$ cat config.mk
export PLATFORM = sky130hd
export DESIGN_NAME = artec_dma_arb_wrr
export DESIGN_NICKNAME = d
export VERILOG_FILES = /design/src/rtl/artec_dma_pkg.sv /design/src/rtl/artec_dma_sync_fifo.sv /design/src/rtl/artec_dma_wrr_sched.sv /design/src/rtl/artec_dma_arb_wrr.sv
export SDC_FILE = /design/constraint.sdc
export NUM_CORES = 1
export LEC_CHECK = 0
export CAP_MARGIN = 20
export CORE_ASPECT_RATIO = 0.5
export CORE_MARGIN = 10
export CORE_UTILIZATION = 50
export DETAILED_ROUTE_END_ITERATION = 12
export PLACE_DENSITY = 0.69
export SLEW_MARGIN = 20
export SYNTH_ARGS = -nofsm -noshare
export SYNTH_HDL_FRONTEND = slang
export SYNTH_SLANG_ARGS = --single-unit
$ cat constraint.sdc
create_clock -name clk -period 8.35 [get_ports clk]
set_input_delay 1.2525 -clock clk [delete_from_list [all_inputs] [get_ports clk]]
set_output_delay 1.2525 -clock clk [all_outputs]
set_load 0.02 [all_outputs]
$ cat src/rtl/artec_dma_pkg.sv
// rtl/artec_dma_pkg.sv - shared defaults and packed entry types for the WRR task/data arbiter
package artec_dma_pkg;

  localparam int ARB_CH_NUM     = 4;
  localparam int ARB_CH_NUM_L   = $clog2(ARB_CH_NUM);
  localparam int ARB_DATA_W     = 64;
  localparam int ARB_TASK_W     = 32;
  localparam int ARB_LEN_W      = 8;
  localparam int ARB_WEIGHT_W   = 4;
  localparam int ARB_TASK_DEPTH = 4;
  localparam int ARB_EXE_DEPTH  = 4;
  localparam int ARB_DATA_DEPTH = 16;

  typedef struct packed {
    logic [ARB_CH_NUM_L-1:0] idx;
    logic [ARB_LEN_W-1:0]    len;
    logic [ARB_TASK_W-1:0]   payload;
  } arb_wrr_task_t;

  typedef struct packed {
    logic [ARB_CH_NUM_L-1:0] idx;
    logic [ARB_LEN_W-1:0]    len;
  } arb_wrr_exe_t;

  typedef struct packed {
    logic [ARB_CH_NUM_L-1:0] idx;
    logic                    last;
    logic [ARB_DATA_W-1:0]   data;
  } arb_wrr_data_t;

endpackage

$ cat src/rtl/artec_dma_sync_fifo.sv
// rtl/artec_dma_sync_fifo.sv - single-clock first-word-fall-through FIFO, power-of-2 depth
module artec_dma_sync_fifo #(
  parameter int WIDTH = 8,
  parameter int DEPTH = 4
) (
  input  logic             clk,
  input  logic             rst,
  input  logic             push,
  input  logic [WIDTH-1:0] din,
  input  logic             pop,
  output logic [WIDTH-1:0] dout,
  output logic             empty,
  output logic             full
);

  localparam int AW = $clog2(DEPTH);

  logic [WIDTH-1:0] mem [DEPTH];
  logic [AW:0]      wr_ptr;
  logic [AW:0]      rd_ptr;
  logic             do_push;
  logic             do_pop;

  // Full/empty depend only on the pointers, so a same-cycle pop never frees a slot early.
  assign empty   = (wr_ptr == rd_ptr);
  assign full    = (wr_ptr[AW] != rd_ptr[AW]) && (wr_ptr[AW-1:0] == rd_ptr[AW-1:0]);
  assign do_push = push && !full;
  assign do_pop  = pop && !empty;
  assign dout    = mem[rd_ptr[AW-1:0]];

  always_ff @(posedge clk) begin
    if (rst) begin
      wr_ptr <= '0;
      rd_ptr <= '0;
    end else begin
      if (do_push) wr_ptr <= wr_ptr + 1'b1;
      if (do_pop)  rd_ptr <= rd_ptr + 1'b1;
    end
  end

  always_ff @(posedge clk) begin
    if (do_push) mem[wr_ptr[AW-1:0]] <= din;
  end

endmodule

$ cat src/rtl/artec_dma_wrr_sched.sv
// rtl/artec_dma_wrr_sched.sv - weighted round-robin / strict-priority grant selection
module artec_dma_wrr_sched #(
  parameter int CH_NUM   = 4,
  parameter int WEIGHT_W = 4
) (
  input  logic                       clk,
  input  logic                       rst,
  input  logic                       mode,
  input  logic [CH_NUM-1:0]          eligible,
  input  logic [CH_NUM*WEIGHT_W-1:0] weight,
  output logic                       grant_valid,
  output logic [$clog2(CH_NUM)-1:0]  grant
);

  localparam int CH_L = $clog2(CH_NUM);
  localparam logic [CH_L:0]   CH_CNT   = (CH_L+1)'(CH_NUM);
  localparam logic [CH_L-1:0] LAST_IDX = CH_L'(CH_NUM - 1);

  logic [CH_L-1:0]     ptr_q, ptr_d;
  logic [WEIGHT_W-1:0] cnt_q, cnt_d;
  logic [WEIGHT_W-1:0] wt_q, wt_d;
  logic [CH_L-1:0]     rr_grant, sp_grant;
  logic                rr_found, sp_found;
  logic [CH_L:0]       j;
  logic                cont;
  logic [WEIGHT_W-1:0] limit;
  logic [WEIGHT_W-1:0] base;

  // Round-robin search starts at the pointer itself so the current holder keeps its run.
  always_comb begin
    rr_found = 1'b0;
    rr_grant = '0;
    sp_found = 1'b0;
    sp_grant = '0;
    j        = '0;
    for (int k = 0; k < CH_NUM; k++) begin
      j = {1'b0, ptr_q} + (CH_L+1)'(k);
      if (j >= CH_CNT) j = j - CH_CNT;
      if (!rr_found && eligible[j[CH_L-1:0]]) begin
        rr_found = 1'b1;
        rr_grant = j[CH_L-1:0];
      end
      if (!sp_found && eligible[k]) begin
        sp_found = 1'b1;
        sp_grant = CH_L'(k);
      end
    end
  end

  assign grant_valid = mode ? sp_found : rr_found;
  assign grant       = mode ? sp_grant : rr_grant;

  // A fresh tenure samples weight on its first win; later wins reuse the latched copy.
  always_comb begin
    ptr_d = ptr_q;
    cnt_d = cnt_q;
    wt_d  = wt_q;
    cont  = (rr_grant == ptr_q) && (cnt_q != '0);
    limit = cont ? wt_q : weight[int'(rr_grant)*WEIGHT_W +: WEIGHT_W];
    base  = cont ? cnt_q : '0;
    if (!mode) begin
      if (rr_found) begin
        if (base == limit) begin
          ptr_d = (rr_grant == LAST_IDX) ? '0 : rr_grant + 1'b1;
          cnt_d = '0;
        end else begin
          ptr_d = rr_grant;
          cnt_d = base + 1'b1;
          wt_d  = limit;
        end
      end else begin
        cnt_d = '0;
      end
    end
  end

  always_ff @(posedge clk) begin
    if (rst) begin
      ptr_q <= '0;
      cnt_q <= '0;
      wt_q  <= '0;
    end else begin
      ptr_q <= ptr_d;
      cnt_q <= cnt_d;
      wt_q  <= wt_d;
    end
  end

endmodule

$ cat src/rtl/artec_dma_arb_wrr.sv
// rtl/artec_dma_arb_wrr.sv - multi-channel task arbiter with in-order per-task data merge
module artec_dma_arb_wrr import artec_dma_pkg::*; #(
  parameter int CH_NUM     = ARB_CH_NUM,
  parameter int DATA_W     = ARB_DATA_W,
  parameter int TASK_W     = ARB_TASK_W,
  parameter int LEN_W      = ARB_LEN_W,
  parameter int WEIGHT_W   = ARB_WEIGHT_W,
  parameter int TASK_DEPTH = ARB_TASK_DEPTH,
  parameter int EXE_DEPTH  = ARB_EXE_DEPTH,
  parameter int DATA_DEPTH = ARB_DATA_DEPTH,
  localparam int CH_NUM_L  = $clog2(CH_NUM)
) (
  input  logic                              clk,
  input  logic                              rst,
  input  logic                              clear_i,
  input  logic                              mode_i,
  input  logic [CH_NUM-1:0]                 ch_en_i,
  input  logic [CH_NUM*WEIGHT_W-1:0]        weight_i,
  input  logic [CH_NUM-1:0]                 task_valid_i,
  output logic [CH_NUM-1:0]                 task_ready_o,
  input  logic [CH_NUM*(LEN_W+TASK_W)-1:0]  task_i,
  input  logic [CH_NUM-1:0]                 data_valid_i,
  output logic [CH_NUM-1:0]                 data_ready_o,
  input  logic [CH_NUM*DATA_W-1:0]          data_i,
  output logic                              task_valid_o,
  input  logic                              task_ready_i,
  output logic [CH_NUM_L+LEN_W+TASK_W-1:0]  task_o,
  output logic                              data_valid_o,
  input  logic                              data_ready_i,
  output logic [CH_NUM_L+1+DATA_W-1:0]      data_o
);

  localparam int TE_W = LEN_W + TASK_W;
  localparam int TQ_W = CH_NUM_L + TE_W;
  localparam int EQ_W = CH_NUM_L + LEN_W;
  localparam int DQ_W = CH_NUM_L + 1 + DATA_W;

  logic                flush;
  logic [CH_NUM-1:0]   eligible;
  logic                grant_valid;
  logic [CH_NUM_L-1:0] grant;

  logic [TQ_W-1:0]     tq_din, tq_dout;
  logic                tq_empty, tq_full;
  logic [EQ_W-1:0]     eq_dout;
  logic                eq_empty, eq_full, eq_pop;
  logic [DQ_W-1:0]     dq_din, dq_dout;
  logic                dq_empty, dq_full, dq_pop;

  logic                t_hs;
  logic [CH_NUM_L-1:0] head_idx;
  logic [LEN_W-1:0]    head_len;
  logic                beat_ok, beat_last, d_hs;
  logic [LEN_W-1:0]    beat_cnt;

  assign flush    = rst | clear_i;
  assign eligible = task_valid_i & ch_en_i & {CH_NUM{~tq_full & ~flush}};

  artec_dma_wrr_sched #(
    .CH_NUM   (CH_NUM),
    .WEIGHT_W (WEIGHT_W)
  ) u_sched (
    .clk         (clk),
    .rst         (flush),
    .mode        (mode_i),
    .eligible    (eligible),
    .weight      (weight_i),
    .grant_valid (grant_valid),
    .grant       (grant)
  );

  always_comb begin
    task_ready_o = '0;
    if (grant_valid) task_ready_o[grant] = 1'b1;
  end

  assign tq_din = {grant, task_i[int'(grant)*TE_W +: TE_W]};

  artec_dma_sync_fifo #(.WIDTH(TQ_W), .DEPTH(TASK_DEPTH)) u_task_fifo (
    .clk   (clk),
    .rst   (flush),
    .push  (grant_valid),
    .din   (tq_din),
    .pop   (t_hs),
    .dout  (tq_dout),
    .empty (tq_empty),
    .full  (tq_full)
  );

  // A task is only released once its exe slot exists, so its data can never overtake it.
  assign task_valid_o = ~tq_empty & ~eq_full & ~flush;
  assign task_o       = task_valid_o ? tq_dout : '0;
  assign t_hs         = task_valid_o & task_ready_i;

  artec_dma_sync_fifo #(.WIDTH(EQ_W), .DEPTH(EXE_DEPTH)) u_exe_fifo (
    .clk   (clk),
    .rst   (flush),
    .push  (t_hs),
    .din   (tq_dout[TQ_W-1 -: EQ_W]),
    .pop   (eq_pop),
    .dout  (eq_dout),
    .empty (eq_empty),
    .full  (eq_full)
  );

  assign head_idx  = eq_dout[EQ_W-1 -: CH_NUM_L];
  assign head_len  = eq_dout[LEN_W-1:0];
  assign beat_ok   = ~eq_empty & ~dq_full & ~flush;
  assign d_hs      = beat_ok & data_valid_i[head_idx];
  assign beat_last = (beat_cnt == head_len);
  assign eq_pop    = d_hs & beat_last;

  always_comb begin
    data_ready_o = '0;
    if (beat_ok) data_ready_o[head_idx] = 1'b1;
  end

  always_ff @(posedge clk) begin
    if (flush) begin
      beat_cnt <= '0;
    end else if (d_hs) begin
      beat_cnt <= beat_last ? '0 : beat_cnt + 1'b1;
    end
  end

  assign dq_din = {head_idx, beat_last, data_i[int'(head_idx)*DATA_W +: DATA_W]};

  artec_dma_sync_fifo #(.WIDTH(DQ_W), .DEPTH(DATA_DEPTH)) u_data_fifo (
    .clk   (clk),
    .rst   (flush),
    .push  (d_hs),
    .din   (dq_din),
    .pop   (dq_pop),
    .dout  (dq_dout),
    .empty (dq_empty),
    .full  (dq_full)
  );

  assign data_valid_o = ~dq_empty & ~flush;
  assign data_o       = data_valid_o ? dq_dout : '0;
  assign dq_pop       = data_valid_o & data_ready_i;

endmodule

==> metrics.yaml, run 1 <==
drt:
  drt-total-wl_microns: 124000
  vias_per_cell: 5.87
  dr.pass1.iters: 5
  drc: 0
  drtIter0Drc: 2339
  wl_per_cell_microns: 27.1
  dr_total_vias: 26900
  ant_nets: 0
floorplanning:
  die_height_microns: 253
  core.rowCount: 85
  pin_count: 569
  core_area_sq_mm: 0.108
  start_util_pct: 50.4
  die_area_sq_mm: 0.123
  die_x_microns: 485
clock_tree:
  cts_tree: "yes"
  path_clk_slew_ns: 0.07
  ctsRootBufferMaster: "clkbuf_16"
  cts-resized-gates: 0
  clk-insertion-delay-late_ns: 0.73
  htree_levels: 3
  cts_sinks: 1328
  postCtsSetupBuffers: 0
  clk_path_buf_depth: 3
  cts_hold_buf: 0
  numCtsBuffers: 110
global_route:
  grt_max_degree: 148
  grt_remaining_overflow: 0
  antenna_found_initial: 5
  grt_pass1_wl_microns: 185000
  grt_pass1_vias: 28900
  groute.usage.overall_pct: 20.1
yosys:
  ys_ff_latch: 1328
  synth_area_per_cell_sq_um: 22.0
  synth_cell_types: 58
  syn-num-nets: 2932
  ys_warn_count: 0
  synth_ff_type: "edfxtp_1"
  netlist_area_sq_mm: 0.0542
  yosysMostFrequentCell: "edfxtp_1"
  synthArstFlopShare_pct: 0
  postSynthCellCount: 2464
  yosysTopAreaCellShare_pct: 71.0
  netlist_top_cells_count: "1280 x edfxtp_1, 452 x mux4_2, 131 x mux2i_1"
  ys_seq_area_share_pct: 72.7
  yosys-top-cells-area: "edfxtp_1 71%, mux4_2 19%, mux2i_1 2.4%"
  synth-edff-count: 1280
  synth_top_area_cell: "edfxtp_1"
pwr:
  p_total_mw: 12.7
  p_leak_nw: 19.6
  ir_worst_vdd_mv: 0.214
  powerDensity_mw_per_mm2: 195
critical_path:
  cp-start-kind: "primary input"
  critPathRequiredTime_ns: 7.10
  worstPathArrival_ns: 4.31
  worstPathMaxFanout: 22
  crit_chain: "clkdlybuf4s50_1, nor2_1, buf_4, o31a_2, and2_1, nand2b_2, o2bb2ai_4, o2bb2ai_4, nor2b_1, clkdlybuf4s50_1"
  worstSetupPathType: "primary input to primary output"
  critPathCaptureType: "primary output"
  slowest_delay_ns: 0.62
  crit_slowest_cell: "clkdlybuf4s50_1"
place:
  dp.cells: 4377
  hpwl_microns: 71800
  place_congestion: 0.760
  place_area_sq_mm: 0.0617
  port_buffers: 568
sta:
  finalHoldViolations: 0
  holdWs_ns: 0.473
  slew_headroom_pct: 27.8
  layout_min_cycle_time_ns: 5.56
  timing.fmax_ghz: 0.180
  final_max_slew_viol_count: 0
  worst_slew_pin_slew_ns: 1.08
  period_share_pct: 66.6
  tns_ns: 0
  rsz0062_at_grt: "false"
  skew_ns: 0.0482
  finalSetupViolations: 0
final_layout:
  syn2layout_area_growth_pct: 20.1
  stdcell_count: 4580
  drive_gt1_share_pct: 22.1
  fin_area_sq_mm: 0.0650
  final_nets: 3522
outcome:
  status: "completed"
hold_path:
  hp-class: "flop to flop"
run:
  max_cap_violations: 0
-- path summary, 6_finish.rpt --
kind | slack (ns) | cells after the start | endpoint | start
min reg2reg | 0.47 | 2 | u_sched.wt_q[2] | u_sched.wt_q[2]
max reg2reg | 3.28 | 7 | u_data_fifo.mem[7][22] | flop
max | 2.79 | 10 | task_ready_o[1] | clear_i
min | 0.47 | 2 | u_sched.wt_q[2] | u_sched.wt_q[2]
-- logic make-up after synthesis --
| family | count (synthesis) | share of synthesized area, % |
|---|---|---|
| flops | 1328 | 72.7 |
| mux | 589 | 21.3 |
| simple gates | 282 | 2.85 |
| buf+inv | 160 | 1.34 |
| compound gates | 46 | 0.633 |
| xor+xnor | 41 | 0.677 |
| fa+ha+maj | 18 | 0.416 |
-- worst max-delay path, delay by kind of cell --
family                 cells  cell delay (ns)
and+or+nand+nor            4             0.74
buffers and inverters      3             1.27
AOI/OAI and AO/OA          3             1.00
-- metal layers --
metal	global-route usage, %	routed length, microns
met1	27.5	51200
met4	4.12	2070
met3	3.68	7830
met2	34.0	63100
met5	0	16
-- cells in the final DEF (no fill, tap or decap), types with 10 or more instances in the layout --
| cell | n |
|---|---|
| edfxtp_1 | 1280 |
| clkdlybuf4s50_1 | 568 |
| mux4_2 | 450 |
| mux2i_1 | 131 |
| clkbuf_16 | 110 |
| nor2b_1 | 73 |
| and2_1 | 51 |
| buf_4 | 44 |
| dfxtp_1 | 42 |
| nor2_1 | 41 |
| nand2_1 | 39 |
| clkbuf_1 | 39 |
| xnor2_1 | 25 |
| clkinv_1 | 22 |
| ha_1 | 18 |
| inv_1 | 17 |
| xor2_1 | 15 |
| nand3_1 | 14 |
| clkinv_2 | 13 |
| a21oi_1 | 12 |
| nor2_4 | 12 |
| o21ai_0 | 11 |
| nand4_1 | 10 |
-- sequential cells by signal (all words and copies together) (netlist names), 4 cells and up, named ones only --
signal,count
u_exe_fifo.mem,40
u_data_fifo.wr_ptr,5
u_data_fifo.mem,1072
u_task_fifo.mem,168
beat_cnt,8
u_sched.cnt_q,4
u_data_fifo.rd_ptr,5
u_sched.wt_q,4
-- report_power, final --
part / switching, mW / internal, mW
Clock: 2.32 / 2.57
Combinational: 0.198 / 0.264
Sequential: 0.00464 / 7.32
-- layout make-up --
cell class | instances | area [sq um]
Antenna cell | 2 | 5.00
Clock buffer | 149 | 2900
Clock inverter | 52 | 453
Fill cell | 7524 | 42500
Inverter | 17 | 63.8
Multi-Input combinational cell | 976 | 14200
Sequential cell | 1328 | 39400
Tap cell | 1435 | 1800
Timing Repair Buffer | 621 | 6200
-- stage by stage --
step	worst slack, ns	util, %
2_1_floorplan	0.635	-
3_3_place_gp	2.78	57.4
3_5_place_dp	2.76	57.4
4_1_cts	2.62	60.5
5_1_grt	2.49	60.5
6_report	2.79	60.5
No activity file was read; power rests on OpenSTA's default activity.
==> inputs of run 2 (changes only) <==
==> constraint.sdc (replaced) <==
create_clock -name clk -period 5.6 [get_ports clk]
set_input_delay 0.84 -clock clk [delete_from_list [all_inputs] [get_ports clk]]
set_output_delay 0.84 -clock clk [all_outputs]
set_load 0.02 [all_outputs]
==> run 2 against run 1 <==
  * Global-route usage grew 0.66 points
  * Wire length grew 2.5%
  * Flip-flop and latch count is the same
  * Total power grew 51%
  * Clock power grew 54%
  * Sequential share of layout area shrank 0.65 points
  * Register-to-register slack lost 1.8 ns
  * Cell count grew 0.55%
  * Non-clock buffer count grew 26
  * Setup slack lost 2.2 ns
  * Combinational power grew 49%
  * Via count grew 1.2%
  * Largest power group unchanged
==> metrics.yaml, run 2 (same netlist as run 1, synthesis figures left out) <==
sta:
  slew_headroom_pct: 36.4  # was 27.8%
  final_max_slew_viol_count: 0  # unchanged
  fin_ws_ns: 0.610  # was 2.79 ns
  tns_ns: 0  # unchanged
  finalHoldViolations: 0  # unchanged
  timing.fmax_ghz: 0.200
  worst_slew_pin_slew_ns: 0.950  # was 1.08 ns
  layout_min_cycle_time_ns: 4.99
  skew_ns: 0.0393  # was 0.0482 ns
  period_share_pct: 89.1
  rsz0062_at_grt: "false"  # unchanged
  finalSetupViolations: 0  # unchanged
pwr:
  p_leak_nw: 19.9  # was 19.6 nW
  ir_worst_vdd_mv: 0.292  # was 0.214 mV
  p_total_mw: 19.1  # was 12.7 mW
  powerDensity_mw_per_mm2: 291  # was 195 mW/mm^2
final_layout:
  final_nets: 3547  # was 3522
  syn2layout_area_growth_pct: 21.4  # was 20.1%
  final_common_cell: "edfxtp_1"  # unchanged
  drive_gt1_share_pct: 23.1  # was 22.1%
  fin_area_sq_mm: 0.0657  # was 0.0650 sq mm
  mostFrequentLayoutCells: "1280 x edfxtp_1, 568 x clkdlybuf4s50_1, 450 x mux4_2"  # unchanged
  largest_reg_flops: 1072  # unchanged
global_route:
  grt_pass1_wl_microns: 191000  # was 185000 microns
  antenna_found_initial: 1  # was 5
  grt_remaining_overflow: 0  # unchanged
  grt_max_degree: 68  # was 148
  groute.usage.overall_pct: 20.7  # was 20.1%
  grt_pass1_vias: 29300  # was 28900
clock_tree:
  cts_tree: "yes"  # unchanged
  cts-resized-gates: 0  # unchanged
  postCtsSetupBuffers: 0  # unchanged
  clk-insertion-delay-late_ns: 0.73  # about the same
  cts_sinks: 1328  # unchanged
  cts_hold_buf: 0  # unchanged
  htree_levels: 3  # unchanged
  clk_path_buf_depth: 3  # unchanged
  numCtsBuffers: 109  # was 110
  path_clk_slew_ns: 0.06  # was 0.07 ns
  ctsRootBufferMaster: "clkbuf_16"  # unchanged
floorplanning:
  die_height_microns: 253  # unchanged
  die_x_microns: 485  # unchanged
  core.rowCount: 85  # unchanged
  core_area_sq_mm: 0.108  # unchanged
  pin_count: 569  # unchanged
  die_area_sq_mm: 0.123  # unchanged
  start_util_pct: 50.4  # unchanged
critical_path:
  worstSetupEndpoint: "task_ready_o[3]"  # was task_ready_o[1]
  worstPathMaxFanout: 20  # was 22
  cp-start-kind: "primary input"  # unchanged
  reg2reg_setup_slack_ns: 1.46  # was 3.28 ns
  cp-startpoint: "clear_i"  # unchanged
  path_buf_inv: 2  # was 3
  critPathRequiredTime_ns: 4.76  # was 7.10 ns
  crit_slowest_cell: "clkdlybuf4s50_1"  # unchanged
  crit_chain: "clkdlybuf4s50_1, nor2_1, o31a_2, and2_1, nand2b_2, o2bb2ai_4, o2bb2ai_4, and2_1, clkdlybuf4s50_1"  # was clkdlybuf4s50_1, nor2_1, buf_4, o31a_2, and2_1, nand2b_2, o2bb2ai_4, o2bb2ai_4, nor2b_1, clkdlybuf4s50_1
  r2r_end: "u_data_fifo.mem[1][28]"  # was u_data_fifo.mem[7][22]
  crit_cells: 9  # was 10
  worstPathArrival_ns: 4.15  # was 4.31 ns
  slowest_delay_ns: 0.61  # was 0.62 ns
  reg2reg_depth: 7  # unchanged
  critPathTopFamily: "simple AND/OR/NAND/NOR gates"  # was buffers and inverters
  worstSetupPathType: "primary input to primary output"  # unchanged
  critPathCaptureType: "primary output"  # unchanged
place:
  place_area_sq_mm: 0.0623  # was 0.0617 sq mm
  hpwl_microns: 76600  # was 71800 microns
  place_congestion: 0.777  # was 0.760
  dp_slack_ns: 0.612  # was 2.76 ns
  port_buffers: 568  # unchanged
drt:
  ant_nets: 0  # unchanged
  dr.pass1.iters: 7  # was 5
  drt-total-wl_microns: 127000  # was 124000 microns
  vias_per_cell: 5.91  # was 5.87
  dr_total_vias: 27200  # was 26900
  wl_per_cell_microns: 27.6  # was 27.1 microns
  drc: 0  # unchanged
  drtIter0Drc: 2670  # was 2339
hold_path:
  hp-class: "flop to flop"  # unchanged
run:
  max_cap_violations: 0  # unchanged
outcome:
  status: "completed"  # unchanged
run 2: changes by cell type in the layout (fill, tap and decap cells not counted), sizes merged:
cell	delta
diode	-1
inv	+2
clkbuf	-17
buf	+26
clkinv	+12
clkinvlp	-3
bufinv	+6
run 2: worst min-delay path by stage:
stage / cells past startpoint / to / start
final: 2 / u_sched.wt_q[1] / u_sched.wt_q[1]
after global routing: 2 / u_sched.wt_q[1] / u_sched.wt_q[1]
after CTS: 2 / u_sched.wt_q[1] / u_sched.wt_q[1]
after detailed placement: 2 / u_sched.wt_q[1] / u_sched.wt_q[1]
after global placement: 2 / u_sched.wt_q[1] / u_sched.wt_q[1]
after floorplan: 2 / u_sched.wt_q[1] / u_sched.wt_q[1]
run 2: layer usage:
layer | track usage, % | vias to the layer above | wire, microns | share of wire [%]
li1 | - | 11600 | - | -
met1 | 28.3 | 14500 | 51600 | 41
met2 | 34.8 | 1029 | 64200 | 50
met3 | 4.18 | 146 | 9280 | 7.3
met4 | 4.38 | 0 | 2140 | 1.7
met5 | 0 | - | 0 | 0
run 2: cell type report:
class,instances,area [sq um]
Clock buffer,132,2840
Tap cell,1435,1800
Fill cell,7498,41800
Clock inverter,69,641
Multi-Input combinational cell,976,14200
Inverter,17,63.8
Sequential cell,1328,39400
Antenna cell,1,2.50
Timing Repair Buffer,647,6750
run 2: report_power, final:
part | internal [mW] | switching (mW) | leakage [nW]
clock | 4.08 | 3.45 | 1.70
sequential | 10.9 | 0.00729 | 11.9
combinational | 0.395 | 0.295 | 6.27
total | 15.4 | 3.75 | 19.9
run 2: per-stage QoR:
step / utilization, % / hold slack (ns) / instances
floorplan: - / 0.439 / 2464
global placement: 57.9 / 0.461 / 4403
detailed placement: 57.9 / 0.466 / 4403
CTS: 61.1 / 0.475 / 4604
global route: 61.1 / 0.491 / 4604
finish: 61.1 / 0.470 / 4605
run 2: worst register-to-register path: cells and delay by family, from the launching register on:
kind                   cells  cell delay [ns]
flip-flops                 1             0.31
buffers and inverters      2             0.54
multiplexers               2             1.41
AND/OR/NAND/NOR            3             1.55
==> inputs of run 3 (changes only) <==
--- a/config.mk
+++ b/config.mk
@@ -10,7 +10,8 @@
 export CORE_MARGIN = 10
 export CORE_UTILIZATION = 50
 export DETAILED_ROUTE_END_ITERATION = 12
-export PLACE_DENSITY = 0.69
+export PLACE_DENSITY = 0.72
+export SKIP_LAST_GASP = 1
 export SLEW_MARGIN = 20
 export SYNTH_ARGS = -nofsm -noshare
 export SYNTH_HDL_FRONTEND = slang
==> run 3 against run 2 <==
  * Clock power up 6.0%
  * Wire length grew 0.63%
  * Total power is 2.4% higher
  * Combinational power about the same
  * Critical path depth unchanged
  * Global-route usage hardly changed
  * Via count about the same
  * Die area is the same
  * Non-clock buffer count shrank 5
  * Cell area increased by 0.46%
  * Cell count is 0.15% higher
  * Hold slack got worse by 0.0016 ns
==> metrics.yaml, run 3 (same netlist as run 1, synthesis figures left out) <==
place:
  port_buffers: 568  # unchanged
  place_congestion: 0.764  # was 0.777
  place_area_sq_mm: 0.0623  # unchanged
  hpwl_microns: 75600  # was 76600 microns
pwr:
  p_total_mw: 19.6  # was 19.1 mW
  powerDensity_mw_per_mm2: 297  # was 291 mW/mm^2
  ir_worst_vdd_mv: 0.237  # was 0.292 mV
  p_leak_nw: 20.0  # was 19.9 nW
sta:
  rsz0062_at_grt: "false"  # unchanged
  slew_headroom_pct: 31.3  # was 36.4%
  worst_slew_pin_slew_ns: 1.03  # was 0.950 ns
  finalSetupViolations: 0  # unchanged
  skew_ns: 0.0349  # was 0.0393 ns
  finalHoldViolations: 0  # unchanged
  period_share_pct: 85.5  # was 89.1%
  layout_min_cycle_time_ns: 4.79  # was 4.99 ns
  final_max_slew_viol_count: 0  # unchanged
  timing.fmax_ghz: 0.209  # was 0.200 GHz
  tns_ns: 0  # unchanged
final_layout:
  final_common_cell: "edfxtp_1"  # unchanged
  fin_area_sq_mm: 0.0660  # was 0.0657 sq mm
  mostFrequentLayoutCells: "1280 x edfxtp_1, 568 x clkdlybuf4s50_1, 450 x mux4_2"  # unchanged
  largest_reg_flops: 1072  # unchanged
  syn2layout_area_growth_pct: 21.9  # was 21.4%
  drive_gt1_share_pct: 23.4  # was 23.1%
  final_nets: 3545  # was 3547
clock_tree:
  clk_path_buf_depth: 3  # unchanged
  cts_sinks: 1328  # unchanged
  ctsRootBufferMaster: "clkbuf_16"  # unchanged
  cts_tree: "yes"  # unchanged
  clk-insertion-delay-late_ns: 0.72  # was 0.73 ns
  cts-resized-gates: 0  # unchanged
  htree_levels: 3  # unchanged
  numCtsBuffers: 112  # was 109
  postCtsSetupBuffers: 0  # unchanged
  path_clk_slew_ns: 0.06  # about the same
  cts_hold_buf: 0  # unchanged
drt:
  dr_total_vias: 27200  # about the same
  drtIter0Drc: 2444  # was 2670
  dr.pass1.iters: 5  # was 7
  vias_per_cell: 5.91  # about the same
  ant_nets: 0  # unchanged
  drt-total-wl_microns: 128000  # was 127000 microns
  wl_per_cell_microns: 27.8  # was 27.6 microns
  drc: 0  # unchanged
critical_path:
  worstSetupPathType: "primary input to primary output"  # unchanged
  critPathRequiredTime_ns: 4.76  # about the same
  worstPathMaxFanout: 23  # was 20
  worstPathArrival_ns: 3.95  # was 4.15 ns
  critPathCaptureType: "primary output"  # unchanged
  cp-start-kind: "primary input"  # unchanged
floorplanning:
  core_area_sq_mm: 0.108  # unchanged
  start_util_pct: 50.4  # unchanged
  die_height_microns: 253  # unchanged
  die_area_sq_mm: 0.123  # unchanged
  die_x_microns: 485  # unchanged
  core.rowCount: 85  # unchanged
  pin_count: 569  # unchanged
global_route:
  grt_pass1_vias: 29500  # was 29300
  grt_remaining_overflow: 0  # unchanged
  grt_max_degree: 68  # unchanged
  groute.usage.overall_pct: 20.7  # about the same
  grt_pass1_wl_microns: 191000  # about the same
  antenna_found_initial: 8  # was 1
hold_path:
  hp-class: "flop to flop"  # unchanged
outcome:
  status: "completed"  # unchanged
run:
  max_cap_violations: 0  # unchanged
[run 3: cell count changes in the layout (fill, tap and decap cells not counted), moves of 4 or more]
cell | previous run | this run
clkinvlp_4 | 1 | 10
buf_4 | 41 | 33
clkbuf_1 | 22 | 17
bufinv_16 | 10 | 14
clkbuf_16 | 110 | 114
clkbuf_8 | 0 | 4
[run 3: cell type report]
cell class	instances	area [sq um]
repair buffers	642	6750
well taps	1435	1800
fillers	7341	41500
clock inverters	75	800
multi-input cells	976	14200
clock buffers	135	2970
inverters	17	63.8
diodes	4	10.0
flip-flops and latches	1328	39400
[run 3: worst paths after layout]
| kind | cells past startpoint | startpoint | slack, ns | endpoint |
|---|---|---|---|---|
| max | 9 | clear_i | 0.81 | task_ready_o[1] |
| min | 2 | u_sched.wt_q[1] | 0.47 | u_sched.wt_q[1] |
| min reg2reg | 2 | u_sched.wt_q[1] | 0.47 | u_sched.wt_q[1] |
| max reg2reg | 7 | flop | 1.52 | u_data_fifo.mem[0][62] |
[run 3: where the power goes]
group          internal [mW]  total (mW)  switching (mW)
sequential              10.9        10.9         0.00697
combinational          0.395       0.692           0.297
clock                   4.45        7.98            3.54
[run 3: through the flow]
step	worst slack, ns	hold WS, ns	cells	util (%)
after floorplan	0.0957	0.439	2464	-
after global placement	0.848	0.459	4398	57.9
after detailed placement	0.812	0.464	4398	57.9
after CTS	0.726	0.473	4608	61.4
after global routing	0.588	0.491	4612	61.4
final	0.813	0.468	4612	61.4
[run 3: critical path, stage by stage]
cell             delay, ns
clkdlybuf4s50_1       0.41
nor2_1                0.34
o31a_2                0.26
and2_1                0.29
nand2b_2              0.11
o2bb2ai_4             0.32
o2bb2ai_4             0.48
nor2b_1               0.22
clkdlybuf4s50_1       0.62
[run 3: layer usage]
metal	part of all wire, %	wire length [microns]	track usage (%)
met1	39	50100	27.0
met2	51	65900	35.7
met3	6.9	8850	3.92
met4	2.5	3170	6.08
met5	0.010	13	0
